===== src/rtl/up_down.sv =====
// up_down: synchronous up/down counter built from per-bit T flip-flops.
// t enables counting, c selects direction (0 = up, 1 = down); q is registered.
module up_down #(
    parameter int unsigned WIDTH = 3
) (
    input  logic             t,
    input  logic             c,
    input  logic             clk,
    input  logic             reset,
    output logic [WIDTH-1:0] q
);

    logic [WIDTH-1:0] toggle;
    logic             lower_ones;
    logic             lower_zeros;

    // Per-bit toggle enables: a bit flips when every lower bit is 1 (up) or 0 (down).
    always_comb begin
        toggle      = '0;
        lower_ones  = 1'b1;
        lower_zeros = 1'b1;
        for (int unsigned i = 0; i < WIDTH; i++) begin
            toggle[i]   = t & (c ? lower_zeros : lower_ones);
            lower_ones  = lower_ones & q[i];
            lower_zeros = lower_zeros & ~q[i];
        end
    end

    // T flip-flop bank, all bits on clk; asynchronous clear while reset is high.
    always_ff @(posedge clk or posedge reset) begin
        if (reset) begin
            q <= '0;
        end else begin
            q <= q ^ toggle;
        end
    end

endmodule


===== config.mk =====
export PLATFORM = sky130hd
export DESIGN_NAME = up_down
export DESIGN_NICKNAME = d
export VERILOG_FILES = /design/src/rtl/up_down.sv
export SDC_FILE = /design/constraint.sdc
export NUM_CORES = 1
export LEC_CHECK = 0
export BUFFER_PORTS_ARGS = -buffer_cell sky130_fd_sc_hd__clkbuf_2
export CAP_MARGIN = 40
export CORE_AREA = 5 5 42 44
export DETAILED_ROUTE_END_ITERATION = 7
export DIE_AREA = 0 0 47 49
export PLACE_DENSITY = 0.34
export SYNTH_ARGS = -nofsm -noshare
export SYNTH_HDL_FRONTEND = slang
export SYNTH_SLANG_ARGS = --single-unit

===== constraint.sdc =====
create_clock -name clk -period 0.9 [get_ports clk]
set_clock_uncertainty 0.1 [all_clocks]
set_input_delay 0.045 -clock clk [delete_from_list [all_inputs] [get_ports clk]]
set_output_delay 0.045 -clock clk [all_outputs]
set_load 0.005 [all_outputs]

==> summary.txt <==
Outcome
  – Status: complete, but fails checks
  – Violations in the final reports: negative setup slack

Synthesis
  – Count of different cell masters after synthesis: 8
  – Net count of the mapped netlist: 16
  – Post-Synthesis Mean Instance Area: 11.57 sq um
  – Cell types with the highest counts after synthesis: sky130_fd_sc_hd__dfrtp_1, sky130_fd_sc_hd__xnor2_1, sky130_fd_sc_hd__xor2_1
  – Count of flip-flops with a built-in enable after synthesis: 0
  – Syn Inst Count: 12
  – Post-Syn Area: 138.9 sq um
  – Share of async-settable or async-resettable flops after synthesis: 100.0%
  – Synth top area cells: sky130_fd_sc_hd__dfrtp_1, sky130_fd_sc_hd__xnor2_1, sky130_fd_sc_hd__xor2_1
  – Cell accounting for the most synthesized area: sky130_fd_sc_hd__dfrtp_1
  – Top-count cell post-synth: sky130_fd_sc_hd__dfrtp_1
  – Total number of yosys warnings: 0
  – Dominant register cell in the synthesized netlist: sky130_fd_sc_hd__dfrtp_1
  – Flip-flop and latch count after synthesis: 3
  – Share of Yosys cell area claimed by the top area cell type: 54.05%
  – Seq/Total Area, Yosys: 54.05%

Hold path
  – Hold path depth: 4
  – Min-delay worst type: in2reg
  – Worst Hold Path EP: q[1]$_DFF_PP0_
  – Worst min-delay path startpoint: c

Critical path
  – Worst flop-to-flop path startpoint: q[0]$_DFF_PP0_
  – Worst R2R Setup Slack: -0.15 ns
  – Endpoint of the worst-slack reg-to-reg timing path: q[2]$_DFF_PP0_
  – Max FO, Critical Path: 4
  – Capturing element type of the critical path: register
  – Worst Path Arrival: 1.10 ns
  – Critical path startpoint category: register
  – Depth of the worst register-to-register path: 3
  – Kind of critical path: reg2reg
  – Worst endpoint required time: 0.95 ns

CTS
  – Clock Tree Root: sky130_fd_sc_hd__clkbuf_4
  – Clock insertion delay at the later pin of the skew report: 0.23 ns
  – Max Root-Sink Buffers: 2
  – Count of clock tree sinks: 3
  – Clock tree from TritonCTS: done
  – Inserted Clock Buffers: 3
  – H-tree depth reported by CTS: 1
  – Register clock-pin slew on the reported worst setup and hold paths: 0.04 ns

Route
  – Total via count after detailed routing: 135
  – Starting DRT DRC Count: 0
  – ANT nets after route: 0
  – Number of vias per cell after detailed routing: 3.068
  – Routed length per placed instance: 7.932 microns
  – Total detailed-routing wirelength: 349 microns
  – Detailed-routing iteration count for the pre-antenna-repair pass: 1
  – Post-route DRC: 0

Cells and area
  – Register bank with the most flops: q
  – Final net count: 33
  – Antenna Diode Count: 0
  – Layout overhead on the synthesized area: 110.8%
  – Count of filler cells inserted in the layout: 167
  – Design area: 292.8 sq um
  – Max reg flops: 3
  – Post-route non-filler standard cell count: 44
  – Largest registers: q (3)
  – Share of cells above drive strength 1: 57.14%

Timing
  – Portion of the clock cycle consumed by the worst path in the final layout: 116.9%
  – Slew HR: 90.04%
  – Least setup slack across all paths after layout: -0.1519 ns
  – Setup repair after global routing missed its margin: true
  – Crit path time final: 1.052 ns
  – Fmax: 950.6 MHz
  – Worst Max-Slew Pin Slew: 0.1487 ns
  – Number of failing setup endpoints in the final timing report: 5
  – Final number of max-transition violations: 0
  – Worst hold margin: 0.06298 ns
  – Total count of hold-check failures in the final report: 0

Placed design
  – PortBufs: 6
  – Placement Cell Area: 209.0 sq um
  – Number of instances in the placed design: 36
  – DP Worst Slack: -0.1813 ns
  – Estimated wirelength of the detail-placed design: 246 microns
  – Placer Congestion: 0.6018

Global route
  – First-pass GRT wire length: 579 microns
  – Global router's overall resource usage: 3.949%
  – Initial antenna violation count: 0
  – Total global routing overflow: 0
  – Maximum number of pins on one net before global-route repair: 5
  – Number of global-route vias before repair: 161

Job
  – Max_cap viols: 0

Floorplanning
  – Die span in x: 47 microns
  – Die area: 2303 sq um
  – CORE AREA: 1401 sq um
  – Core Rows: 14
  – Effective utilization at floorplan: 9.911%
  – Count of boundary I/O pins: 7
  – Die height: 49 microns

Power and ir drop
  – Net switching component of the power: 288.3 uW
  – Internal portion of total power: 695.8 uW
  – Relative contribution of the clock network to total power: 24.1%
  – Leakage power of the design: 0.0001396 uW
  – Max IR drop VDD: 0.0009704 V
  – Sw Share: 29.30%
  – Portion of total power attributed to combinational logic: 46.5%
  – Power per unit of standard cell area: 3361 nW/um^2
  – Part of the power in registers: 29.4%
  – Sum of internal, switching and leakage power: 984.1 uW
[worst max-delay path by stage]
stage	startpoint	endpoint	slack, ns	depth (start not counted)
6_report	q[0]$_DFF_PP0_	q[2]$_DFF_PP0_	-0.15	3
3_3_place_gp	q[0]$_DFF_PP0_	q[2]$_DFF_PP0_	-0.16	3
5_1_grt	q[0]$_DFF_PP0_	q[2]$_DFF_PP0_	-0.20	3
2_1_floorplan	q[0]$_DFF_PP0_	q[2]$_DFF_PP0_	-0.13	3
4_1_cts	q[0]$_DFF_PP0_	q[0]	-0.17	2
3_5_place_dp	q[0]$_DFF_PP0_	q[2]$_DFF_PP0_	-0.18	3
[through the flow]
stage	utilization [%]	TNS [ns]
CTS	19.82	-0.6880
floorplan	-	-0.2049
global placement	14.91	-0.2752
global route	20.89	-0.8236
detailed placement	14.91	-0.3135
finish	20.89	-0.5855
[worst max-delay path, cell delays in order, from the launching register on]
cell and delay (ns):
sky130_fd_sc_hd__dfrtp_2 0.43, sky130_fd_sc_hd__and3b_1 0.18, sky130_fd_sc_hd__o21ai_2 0.12, sky130_fd_sc_hd__xnor2_1 0.13
[layout by cell type, fill, tap and decap left out]
cell and n:
sky130_fd_sc_hd__dfrtp_2 1, sky130_fd_sc_hd__buf_4 1, sky130_fd_sc_hd__clkbuf_4 3, sky130_fd_sc_hd__nand2_1 1
sky130_fd_sc_hd__xnor2_1 2, sky130_fd_sc_hd__nor3b_2 1, sky130_fd_sc_hd__xor2_1 2, sky130_fd_sc_hd__clkbuf_2 5
sky130_fd_sc_hd__buf_6 4, sky130_fd_sc_hd__dfrtp_1 2, sky130_fd_sc_hd__inv_1 1, sky130_fd_sc_hd__clkbuf_1 1
sky130_fd_sc_hd__dlygate4sd3_1 2, sky130_fd_sc_hd__and3b_1 1, sky130_fd_sc_hd__o21ai_2 1
[power by group through the flow]
stage,combinational [uW],sequential [uW],clock [uW]
finish,458,290,237
global route,501,306,262
CTS,400,282,253
detailed placement,299,281,0
global placement,296,281,0
floorplan,120,293,0
[logic make-up after synthesis]
group           synth area share [%]
compound gates                 3.600
simple gates                   14.41
xor+xnor                       25.23
buf+inv                        2.700
flops                          54.05
[layer usage]
metal  GRT usage [%]  vias up  share of wire (%)
met5               0        -                  0
met4           4.147        0                  0
met3           3.690        0                 16
met2           4.525        7                 41
met1           3.753       58                 43
li1                -       70                  -
[final cells by class]
class	count	area, sq um	area share [%]
Clock buffer	4	26.28	8.974
Inverter	1	3.754	1.282
Multi-Input combinational cell	8	68.82	23.50
Sequential cell	3	76.32	26.07
Tap cell	16	20.02	6.838
Timing Repair Buffer	12	97.59	33.33
[repair_timing]
action                                  4_1_cts  5_1_grt
setup buffers                                 2        0
endpoints found under the hold margin         6        0
gates resized for setup                       2        4
endpoints found under the setup margin        5        6
hold buffers                                  2        0
pin swaps                                     1        1
No activity file was read; power rests on OpenSTA's default activity.
